==> src/rtl/onewire_pkg.sv <==
// Shared encodings, FSM states and microsecond phase constants for the one-wire engine.
package onewire_pkg;

   typedef enum logic [1:0] {
      OpReset = 2'd0,
      OpWrite = 2'd1,
      OpRead  = 2'd2,
      OpRsvd  = 2'd3
   } onewire_op_e;

   typedef enum logic [2:0] {
      StIdle,
      StRstLow,
      StRstWait,
      StRstTail,
      StSlotLow,
      StSlotHigh,
      StDone
   } onewire_state_e;

   localparam logic [9:0] T_RST_LOW     = 10'd480;
   localparam logic [9:0] T_PRES_SAMPLE = 10'd70;
   localparam logic [9:0] T_RST_TAIL    = 10'd410;
   localparam logic [9:0] T_SLOT        = 10'd70;
   localparam logic [9:0] T_W1_LOW      = 10'd6;
   localparam logic [9:0] T_W0_LOW      = 10'd60;
   localparam logic [9:0] T_RD_SAMPLE   = 10'd15;

endpackage

==> src/rtl/onewire_byte_io_if.sv <==
// Command/response channel between the control logic (master) and the one-wire engine (slave).
interface onewire_byte_io_if;
   logic       cmd_valid;
   logic       cmd_ready;
   logic [1:0] cmd_op;
   logic [7:0] cmd_data;
   logic       rsp_valid;
   logic [7:0] rsp_data;
   logic       rsp_presence;
   logic       rsp_bus_err;

   modport master (
      output cmd_valid, cmd_op, cmd_data,
      input  cmd_ready, rsp_valid, rsp_data, rsp_presence, rsp_bus_err
   );

   modport slave (
      input  cmd_valid, cmd_op, cmd_data,
      output cmd_ready, rsp_valid, rsp_data, rsp_presence, rsp_bus_err
   );
endinterface

==> src/rtl/onewire_crc8.sv <==
// Serial Dallas CRC-8 (reflected poly 0x8C, init 0), one bit per enable.
module onewire_crc8 (
   input  logic       clk,
   input  logic       rst,
   input  logic       clr,
   input  logic       en,
   input  logic       bit_in,
   output logic [7:0] crc_out
);
   logic [7:0] crc_q, crc_d;
   logic       fb;

   always_comb begin
      fb    = crc_q[0] ^ bit_in;
      crc_d = crc_q;
      if (clr) begin
         crc_d = '0;
      end else if (en) begin
         crc_d = {1'b0, crc_q[7:1]} ^ (fb ? 8'h8C : 8'h00);
      end
   end

   always_ff @(posedge clk or negedge rst) begin
      if (!rst) crc_q <= '0;
      else      crc_q <= crc_d;
   end

   assign crc_out = crc_q;
endmodule

==> src/rtl/onewire_byte_io.sv <==
// One-wire bus master: reset/presence, byte write and byte read slots timed from a 1 us tick.
// Optional CRC-8 of read bits and crc_zero port when ONEWIRE_CRC_EN is defined.
module onewire_byte_io
   import onewire_pkg::*;
#(
   parameter int unsigned CLK_FREQ_HZ = 12_000_000
) (
   input  logic               clk,
   input  logic               rst,
   onewire_byte_io_if.slave   bus,
   input  logic               I_ONE_WIRE,
   output logic               O_ONE_WIRE
`ifdef ONEWIRE_CRC_EN
   ,
   output logic               crc_zero
`endif
);
   localparam int unsigned Div = CLK_FREQ_HZ / 1_000_000;

   onewire_state_e state_q, state_d;
   onewire_op_e    op_q, op_d;
   logic [15:0]    presc_q;
   logic [9:0]     us_q, us_d, low_time;
   logic [2:0]     bit_q, bit_d;
   logic [7:0]     sh_q, sh_d;
   logic [1:0]     sync_q;
   logic           pres_q, pres_d, o_q, us_tick, line, rd_sample;
   logic           rsp_valid_q, rsp_presence_q, rsp_bus_err_q;
   logic [7:0]     rsp_data_q;

   assign line      = sync_q[1];
   assign us_tick   = (presc_q == 16'(Div - 1));
   assign low_time  = (op_q == OpWrite && !sh_q[0]) ? T_W0_LOW : T_W1_LOW;
   assign rd_sample = (state_q == StSlotHigh) && (op_q == OpRead) && us_tick &&
                      (us_q == T_RD_SAMPLE - 10'd1);

   always_comb begin
      state_d = state_q;
      op_d    = op_q;
      us_d    = us_tick ? us_q + 10'd1 : us_q;
      bit_d   = bit_q;
      sh_d    = sh_q;
      pres_d  = pres_q;
      unique case (state_q)
         StIdle: begin
            us_d = '0;
            if (bus.cmd_valid) begin
               op_d  = onewire_op_e'(bus.cmd_op);
               sh_d  = bus.cmd_data;
               bit_d = '0;
               unique case (op_d)
                  OpReset:        state_d = StRstLow;
                  OpWrite, OpRead: state_d = StSlotLow;
                  default:        state_d = StDone;
               endcase
            end
         end
         StRstLow: if (us_tick && us_q == T_RST_LOW - 10'd1) begin
            state_d = StRstWait;
            us_d    = '0;
         end
         StRstWait: if (us_tick && us_q == T_PRES_SAMPLE - 10'd1) begin
            pres_d  = ~line;
            state_d = StRstTail;
            us_d    = '0;
         end
         StRstTail: if (us_tick && us_q == T_RST_TAIL - 10'd1) state_d = StDone;
         // us_q keeps running across the low/high split so the slot end is always T_SLOT
         StSlotLow: if (us_tick && us_q == low_time - 10'd1) state_d = StSlotHigh;
         StSlotHigh: begin
            if (rd_sample) sh_d = {line, sh_q[7:1]};
            if (us_tick && us_q == T_SLOT - 10'd1) begin
               us_d = '0;
               if (op_q == OpWrite) sh_d = {1'b0, sh_q[7:1]};
               if (bit_q == 3'd7) begin
                  state_d = StDone;
               end else begin
                  bit_d   = bit_q + 3'd1;
                  state_d = StSlotLow;
               end
            end
         end
         StDone:  state_d = StIdle;
         default: state_d = StIdle;
      endcase
   end

   always_ff @(posedge clk or negedge rst) begin
      if (!rst) begin
         state_q        <= StIdle;
         op_q           <= OpReset;
         presc_q        <= '0;
         us_q           <= '0;
         bit_q          <= '0;
         sh_q           <= '0;
         sync_q         <= 2'b11;
         pres_q         <= 1'b0;
         o_q            <= 1'b0;
         rsp_valid_q    <= 1'b0;
         rsp_data_q     <= '0;
         rsp_presence_q <= 1'b0;
         rsp_bus_err_q  <= 1'b0;
      end else begin
         state_q     <= state_d;
         op_q        <= op_d;
         presc_q     <= us_tick ? 16'd0 : presc_q + 16'd1;
         us_q        <= us_d;
         bit_q       <= bit_d;
         sh_q        <= sh_d;
         sync_q      <= {sync_q[0], I_ONE_WIRE};
         pres_q      <= pres_d;
         o_q         <= (state_q == StRstLow) || (state_q == StSlotLow);
         rsp_valid_q <= (state_d == StDone);
         // Response fields load on entry to DONE so they are valid alongside rsp_valid
         if (state_d == StDone) begin
            rsp_bus_err_q <= ~line;
            if (op_d == OpRead)  rsp_data_q     <= sh_q;
            if (op_d == OpReset) rsp_presence_q <= pres_q;
         end
      end
   end

   assign O_ONE_WIRE       = o_q;
   assign bus.cmd_ready    = (state_q == StIdle);
   assign bus.rsp_valid    = rsp_valid_q;
   assign bus.rsp_data     = rsp_data_q;
   assign bus.rsp_presence = rsp_presence_q;
   assign bus.rsp_bus_err  = rsp_bus_err_q;

`ifdef ONEWIRE_CRC_EN
   logic [7:0] crc;
   logic       crc_clr;

   assign crc_clr = (state_q == StIdle) && bus.cmd_valid && (bus.cmd_op == OpReset);

   onewire_crc8 u_crc (
      .clk     (clk),
      .rst     (rst),
      .clr     (crc_clr),
      .en      (rd_sample),
      .bit_in  (line),
      .crc_out (crc)
   );

   assign crc_zero = (crc == 8'h00);
`endif
endmodule

==> src/flat_wrapper.sv <==
// flat-port wrapper written by rule: the top's interface ports become plain ports
module onewire_byte_io_flat import onewire_pkg::*;
#(
   parameter int unsigned CLK_FREQ_HZ = 12_000_000
)
  (clk, rst, I_ONE_WIRE, O_ONE_WIRE, bus_cmd_valid, bus_cmd_op, bus_cmd_data, bus_cmd_ready, bus_rsp_valid, bus_rsp_data, bus_rsp_presence, bus_rsp_bus_err);
  onewire_byte_io_if bus_i ();
  input  logic clk;
  input  logic rst;
  input  logic I_ONE_WIRE;
  output logic O_ONE_WIRE;
  input wire logic [$bits(bus_i.cmd_valid)-1:0] bus_cmd_valid;
  input wire logic [$bits(bus_i.cmd_op)-1:0] bus_cmd_op;
  input wire logic [$bits(bus_i.cmd_data)-1:0] bus_cmd_data;
  output wire logic [$bits(bus_i.cmd_ready)-1:0] bus_cmd_ready;
  output wire logic [$bits(bus_i.rsp_valid)-1:0] bus_rsp_valid;
  output wire logic [$bits(bus_i.rsp_data)-1:0] bus_rsp_data;
  output wire logic [$bits(bus_i.rsp_presence)-1:0] bus_rsp_presence;
  output wire logic [$bits(bus_i.rsp_bus_err)-1:0] bus_rsp_bus_err;
  assign bus_i.cmd_valid = bus_cmd_valid;
  assign bus_i.cmd_op = bus_cmd_op;
  assign bus_i.cmd_data = bus_cmd_data;
  assign bus_cmd_ready = bus_i.cmd_ready;
  assign bus_rsp_valid = bus_i.rsp_valid;
  assign bus_rsp_data = bus_i.rsp_data;
  assign bus_rsp_presence = bus_i.rsp_presence;
  assign bus_rsp_bus_err = bus_i.rsp_bus_err;
  onewire_byte_io #(.CLK_FREQ_HZ(CLK_FREQ_HZ)) u_core (.clk(clk), .rst(rst), .bus(bus_i), .I_ONE_WIRE(I_ONE_WIRE), .O_ONE_WIRE(O_ONE_WIRE));
endmodule
==> config.mk <==
export PLATFORM = sky130hd
export DESIGN_NAME = onewire_byte_io_flat
export DESIGN_NICKNAME = d
export VERILOG_FILES = /design/src/rtl/onewire_pkg.sv /design/src/rtl/onewire_byte_io_if.sv /design/src/rtl/onewire_crc8.sv /design/src/rtl/onewire_byte_io.sv /design/src/flat_wrapper.sv
export SDC_FILE = /design/constraint.sdc
export NUM_CORES = 1
export LEC_CHECK = 0
export ABC_AREA = 1
export BUFFER_PORTS_ARGS = -buffer_cell sky130_fd_sc_hd__clkbuf_2
export CAP_MARGIN = 20
export CORE_MARGIN = 4
export CORE_UTILIZATION = 40
export DETAILED_ROUTE_END_ITERATION = 12
export PLACE_DENSITY = 0.59
export SLEW_MARGIN = 20
export SYNTH_ARGS = -nofsm -noshare
export SYNTH_HDL_FRONTEND = slang
export SYNTH_SLANG_ARGS = --single-unit
==> constraint.sdc <==
create_clock -name clk -period 1.54 [get_ports clk]
set_input_delay 0.462 -clock clk [delete_from_list [all_inputs] [get_ports clk]]
set_output_delay 0.462 -clock clk [all_outputs]
set_load 0.02 [all_outputs]
==> flow_metrics.env, run 1 <==
export IMPL_cts_sinks=57
export IMPL_core_area_um2=7810
export IMPL_critPathKind="reg2reg"
export IMPL_clk_pin_slew_ps=70
export IMPL_finalCritPeriodShare_pct=114
export IMPL_setup_ws_ps=-215
export IMPL_ys_seq_elements=57
export IMPL_synthAdderAreaFrac_pct=2.32
export IMPL_min_period_ps=1760
export IMPL_vias=3202
export IMPL_crit_arrival_ps=1990
export IMPL_ys_types=37
export IMPL_power_density_nw_per_um2=1210
export IMPL_dieHeight_um=98.0
export IMPL_synth_top_family_by_area="simple AND/OR/NAND/NOR gates"
export IMPL_status="complete, but fails checks"
export IMPL_dp_cells=621
export IMPL_diodes=0
export IMPL_std_cell_rows=32
export IMPL_dr_pass1_iters=4
export IMPL_grt_start_max_net_pins=25
export IMPL_root_buffer="clkbuf_8"
export IMPL_io_pins=27
export IMPL_clkLatencyLatePin_ps=350
export IMPL_die_area_um2=9600
export IMPL_syn_cell_area_um2=3240
export IMPL_worst_pin_slew_ps=396
export IMPL_yosysMostFrequentCell="nand2_1"
export IMPL_cts_tree="built"
export IMPL_violations="negative setup slack"
export IMPL_syn_to_final_growth_pct=52.3
export IMPL_start_util_pct=41.5
export IMPL_end_kind="flop"
export IMPL_netlist_top_cells_count="nand2_1 (83), inv_1 (60), nor2_1 (59), dfrtp_1 (55), nand3_1 (34)"
export IMPL_wl_um=8780
export IMPL_gp_congestion=0.823
export IMPL_hold_class="in2async"
export IMPL_yosysWarnings=0
export IMPL_grt_use_total_pct=18.6
export IMPL_leakage_nw=2.51
export IMPL_grt_overflow_total=0
export IMPL_ys_top_cells_by_area="dfrtp_1 (42%), nand2_1 (9.6%), inv_1 (7.0%)"
export IMPL_drive_gt1_share_pct=42.5
export IMPL_drc=0
export IMPL_crit_top_cell="nand2_1"
export IMPL_whs_ps=16.7
export IMPL_path_cells="inv_2, ha_4, nand2_1, nor2_1, nand2_1, nor2_4, nand4_4, buf_12, nand2_8, nand2_4, nand3_4, a21oi_2"
export IMPL_start_kind="flop"
export IMPL_antenna_found_initial=0
export IMPL_fin_worst_skew_ps=5.48
export IMPL_setup_viol=34
export IMPL_first_iter_violations=214
export IMPL_worstPathRequired_ps=1770
export IMPL_dp_hpwl_um=6170
export IMPL_ys_flop_type="dfrtp_1"
export IMPL_maxSlewViolCount=0
export IMPL_synth_top_area_share_pct=42.5
export IMPL_peakVddDrop_mv=0.492
export IMPL_cts_max_level=3
export IMPL_seq_area_frac_synth_pct=44.1
export IMPL_stdcell_count=648
export IMPL_synthMuxAreaShare_pct=0
export IMPL_num_fill_cells=662
export IMPL_vias_per_cell=4.94
export IMPL_numPortBuffers=26
export IMPL_postCtsHoldBufs=0
export IMPL_synth_edf_count=0
export IMPL_die_w_um=98.0
export IMPL_cts_made_buffers=9
export IMPL_synth_compound_area_share_pct=6.14
export IMPL_ant_nets=0
export IMPL_maxCapViolCount=0
export IMPL_synth_xor_area_share_pct=5.14
export IMPL_yosysTopAreaCell="dfrtp_1"
export IMPL_slowest_delay_ps=400
export IMPL_slowest_stage="dfrtp_1"
export IMPL_cp_max_fo=7
export IMPL_grt_pass1_wl_um=14600
export IMPL_syn_inst=418
export IMPL_fmaxAchievable_mhz=570
export IMPL_nNetsFinal=561
export IMPL_synthSimpleGateAreaFrac_pct=33.2
export IMPL_syn_area_per_cell_um2=7.75
export IMPL_cts_buffer_depth=2
export IMPL_syn_nets=438
export IMPL_routedWlPerCell_um=13.6
export IMPL_async_flop_share_pct=100
export IMPL_slew_headroom_pct=73.3
export IMPL_rsz0062_at_grt="yes"
export IMPL_hold_violations=0
export IMPL_grt_pass1_vias=3131
## layout make-up
type	count	area (µm²)	area share, %
multi-input combinational	290	1970	39.9
sequential	57	1430	29.0
timing repair buffer	121	961	19.5
inverter	62	240	4.87
clock buffer	10	138	2.79
tap	102	128	2.59
clock inverter	6	66.3	1.34
## power breakdown
part	internal (W)	switching [W]	total (W)
clock network	0.000792	0.000648	0.00144
logic	0.00105	0.00143	0.00248
registers	0.00179	0.000254	0.00204
total	0.00363	0.00234	0.00596
## per-stage QoR
stage | cell area, µm² | TNS, ps | total power, W | worst slack [ps] | util (%)
floorplan | 3270 | -3370 | 0.00309 | -144 | -
global placement | 4160 | -4400 | 0.00391 | -183 | 53.2
detailed placement | 4160 | -5970 | 0.00396 | -233 | 53.2
CTS | 4660 | -4650 | 0.00566 | -171 | 59.7
global route | 4930 | -9960 | 0.00633 | -326 | 63.2
finish | 4930 | -5630 | 0.00596 | -215 | 63.2
## final timing paths
check                                      startpoint                           to  slack (ps)  depth (start not counted)
setup / recovery             u_core.us_q[1]$_DFF_PN0_   u_core.sh_q[4]$_DFFE_PN0P_        -220                         12
hold / removal                                    rst  u_core.presc_q[0]$_DFF_PN0_          20                          1
setup reg to reg             u_core.us_q[1]$_DFF_PN0_   u_core.sh_q[4]$_DFFE_PN0P_        -220                         12
hold reg to reg            u_core.sync_q[0]$_DFF_PN1_   u_core.sync_q[1]$_DFF_PN1_         360                          0
max in group asynchronous                         rst     u_core.us_q[0]$_DFF_PN0_        1070                          2
min in group clk                           I_ONE_WIRE   u_core.sync_q[0]$_DFF_PN1_         190                          1
## registers in the layout, indices dropped and copies added (netlist names)
signal,flops
u_core.presc_q,16
u_core.us_q,10
u_core.bus.rsp_data,8
u_core.sh_q,8
u_core.bit_q,3
u_core.state_q,3
u_core.op_q,2
u_core.sync_q,2
u_core.O_ONE_WIRE,1
u_core.bus.rsp_bus_err,1
u_core.bus.rsp_presence,1
u_core.bus.rsp_valid,1
u_core.pres_q,1
## layout by cell type, fill, tap and decap left out, types with 5 or more instances in the layout
| cell | n |
|---|---|
| buf_4 | 78 |
| nand2_1 | 63 |
| dfrtp_1 | 54 |
| inv_1 | 53 |
| nor2_1 | 48 |
| clkbuf_2 | 25 |
| nand4_1 | 24 |
| xor2_1 | 17 |
| nand3_1 | 17 |
| o21ai_0 | 15 |
| nand3_2 | 15 |
| buf_6 | 12 |
| nand2_2 | 11 |
| nand2_4 | 11 |
| nor2_4 | 10 |
| clkbuf_8 | 10 |
| nor2_2 | 8 |
| a21oi_2 | 8 |
| inv_2 | 7 |
| o21ai_1 | 7 |
| nand3_4 | 5 |
| buf_12 | 5 |
## critical path: cells and delay by family, from the launching register on
kind,cells,cell delay (ps)
buffers and inverters,2,250
AOI/OAI and AO/OA,1,50
and+or+nand+nor,8,810
adders and majority gates,1,120
DFF,1,400
## layer usage
metal / share of wire, % / wire (µm) / GRT usage [%] / up-vias
met5: 0 / 0 / 0 / -
met4: 1.3 / 110 / 6.28 / 0
met3: 4.7 / 417 / 4.64 / 14
li1: - / - / - / 1595
met1: 44 / 3820 / 24.1 / 1533
met2: 50 / 4430 / 30.4 / 60
## timing repair
action                     CTS  global route
buffers inserted             8             5
resized for setup           61            59
setup endpoints to repair   40            42
gates cloned                 1             0
pin swaps                   24            27
## cell families (layout without fill, tap and decap cells)
family	Yosys count	in the layout
xor+xnor	19	19
flops	57	57
compound gates	36	36
simple gates	228	229
buf+inv	72	199
fa+ha+maj	6	6
Note: power is estimated with default switching activity, not from simulation.
==> inputs of run 2 (changes only) <==
--- a/config.mk
+++ b/config.mk
@@ -11,6 +11,7 @@
 export CORE_MARGIN = 4
 export CORE_UTILIZATION = 40
 export DETAILED_ROUTE_END_ITERATION = 12
+export MAX_ROUTING_LAYER = met4
 export PLACE_DENSITY = 0.59
 export SLEW_MARGIN = 20
 export SYNTH_ARGS = -nofsm -noshare
==> run 2 against run 1 <==
Effect of this change: the flow still finishes with violations (negative setup slack); register-to-register slack about the same; utilization unchanged; fmax up 0.28%; final cell count unchanged; critical endpoint unchanged; largest power group unchanged.
==> flow_metrics.env, run 2 (synthesis results as in run 1) <==
export IMPL_grt_pass1_wl_um=14600
export IMPL_core_area_um2=7810
export IMPL_switching_share_pct=39.2
export IMPL_grt_pass1_vias=3133
export IMPL_hold_class="in2async"
export IMPL_io_pins=27
export IMPL_fin_worst_skew_ps=5.65
export IMPL_syn_to_final_growth_pct=52.3
export IMPL_pwr_share_seq_pct=34.2
export IMPL_die_w_um=98.0
export IMPL_power_internal_w=0.00363
export IMPL_cp_max_fo=7
export IMPL_maxCapViolCount=0
export IMPL_dr_pass1_iters=4
export IMPL_wl_um=8780
export IMPL_critical_path_startpoint="u_core.us_q[1]$_DFF_PN0_"
export IMPL_num_fill_cells=662
export IMPL_slew_headroom_pct=73.3
export IMPL_cts_max_level=3
export IMPL_maxSlewViolCount=0
export IMPL_ff_latch_area_um2=1430
export IMPL_rr_startpoint="u_core.us_q[1]$_DFF_PN0_"
export IMPL_violations="negative setup slack"
export IMPL_die_area_um2=9600
export IMPL_vias=3173
export IMPL_tns_ps=-5580
export IMPL_layout_common_cells="buf_4 (78), nand2_1 (63), dfrtp_1 (54), inv_1 (53), nor2_1 (48)"
export IMPL_start_kind="flop"
export IMPL_worstPathRequired_ps=1770
export IMPL_finalCritPeriodShare_pct=114
export IMPL_largest_reg_flops=16
export IMPL_first_iter_violations=202
export IMPL_power_density_nw_per_um2=1210
export IMPL_critPathKind="reg2reg"
export IMPL_largest_register="u_core.presc_q"
export IMPL_ant_nets=0
export IMPL_crit_arrival_ps=1980
export IMPL_end_kind="flop"
export IMPL_multiInputGateArea_um2=1970
export IMPL_dieHeight_um=98.0
export IMPL_setup_ws_ps=-210
export IMPL_grt_use_total_pct=19.1
export IMPL_cts_sinks=57
export IMPL_wl_met2_um=4410
export IMPL_diodes=0
export IMPL_routedWlPerCell_um=13.5
export IMPL_root_buffer="clkbuf_8"
export IMPL_met3_length_um=366
export IMPL_cts_tree="built"
export IMPL_grt_overflow_total=0
export IMPL_clk_pin_slew_ps=70
export IMPL_leakage_nw=2.51
export IMPL_wirelength_met1_um=3860
export IMPL_setup_viol=34
export IMPL_fmaxAchievable_mhz=571
export IMPL_worst_pin_slew_ps=396
export IMPL_std_cell_rows=32
export IMPL_drive_gt1_share_pct=42.5
export IMPL_min_period_ps=1750
export IMPL_status="complete, but fails checks"
export IMPL_grt_start_max_net_pins=25
export IMPL_antenna_found_initial=0
export IMPL_power_total_w=0.00597
export IMPL_peakVddDrop_mv=0.492
export IMPL_cts_buffer_depth=2
export IMPL_reg_top3="u_core.presc_q (16), u_core.us_q (10)"
export IMPL_start_util_pct=41.5
export IMPL_dp_hpwl_um=6170
export IMPL_top_layer="met4"
export IMPL_clkLatencyLatePin_ps=350
export IMPL_hold_violations=0
export IMPL_vias_per_cell=4.90
export IMPL_nNetsFinal=561
export IMPL_numPortBuffers=26
export IMPL_rsz0062_at_grt="yes"
export IMPL_drc=0
export IMPL_p_comb_share_pct=41.6
export IMPL_clockPowerShare_pct=24.2
export IMPL_layout_commonest_cell="buf_4"
export IMPL_p_sw_w=0.00234
export IMPL_gp_congestion=0.836
export IMPL_postCtsHoldBufs=0
export IMPL_cts_made_buffers=9
==> run 2: area by class of cell <==
type	count	share of cell area, %
Clock buffer	10	2.79
Clock inverter	6	1.34
Inverter	62	4.87
Multi-Input combinational cell	290	39.9
Sequential cell	57	29.0
Tap cell	102	2.59
Timing Repair Buffer	121	19.5
==> run 2: critical path, cell delays in order, from the launching register on <==
cell     delay (ps)
dfrtp_1         400
inv_2            80
ha_4            120
nand2_1          50
nor2_1          110
nand2_1          90
nor2_4          170
nand4_4         140
buf_12          170
nand2_8         110
nand2_4          70
nand3_4          60
a21oi_2          50
==> run 2: through the flow <==
step                      util, %  instances  cell area (µm²)  setup WS, ps  hold slack [ps]
final                        63.2        648             4930          -210             13.5
after global routing         63.2        648             4930          -326             25.1
after CTS                    59.7        645             4660          -171             13.7
after detailed placement     53.2        621             4160          -233              347
after global placement       53.2        621             4160          -183              346
after floorplan                 -        418             3270          -144              166
==> run 2: worst paths after layout <==
path / end / slack [ps] / depth (start not counted)
max: u_core.sh_q[4]$_DFFE_PN0P_ / -210 / 12
min: u_core.presc_q[0]$_DFF_PN0_ / 10 / 1
max reg2reg: u_core.sh_q[4]$_DFFE_PN0P_ / -210 / 12
min reg2reg: u_core.sync_q[1]$_DFF_PN1_ / 360 / 0
max in group asynchronous: u_core.us_q[0]$_DFF_PN0_ / 1070 / 2
min in group clk: u_core.sync_q[0]$_DFF_PN1_ / 190 / 1
==> run 2: power groups by stage <==
stage | Clock (W) | Combinational [W] | Sequential (W)
after global placement | 0 | 0.00188 | 0.00203
final | 0.00144 | 0.00248 | 0.00204
after global routing | 0.00155 | 0.00270 | 0.00207
after detailed placement | 0 | 0.00192 | 0.00204
after CTS | 0.00148 | 0.00216 | 0.00202
after floorplan | 0 | 0.00101 | 0.00209
==> run 2: layer usage <==
layer / global-route usage, % / vias to the layer above
li1: - / 1596
met1: 24.2 / 1510
met2: 30.4 / 53
met3: 4.14 / 14
met4: 6.60 / 0
met5: - / -
==> run 2: repair_timing <==
item | CTS | global route
buffers inserted | 8 | 5
cloned | 1 | 0
pin swaps | 24 | 27
endpoints found under the setup margin | 40 | 42
resized for setup | 61 | 59
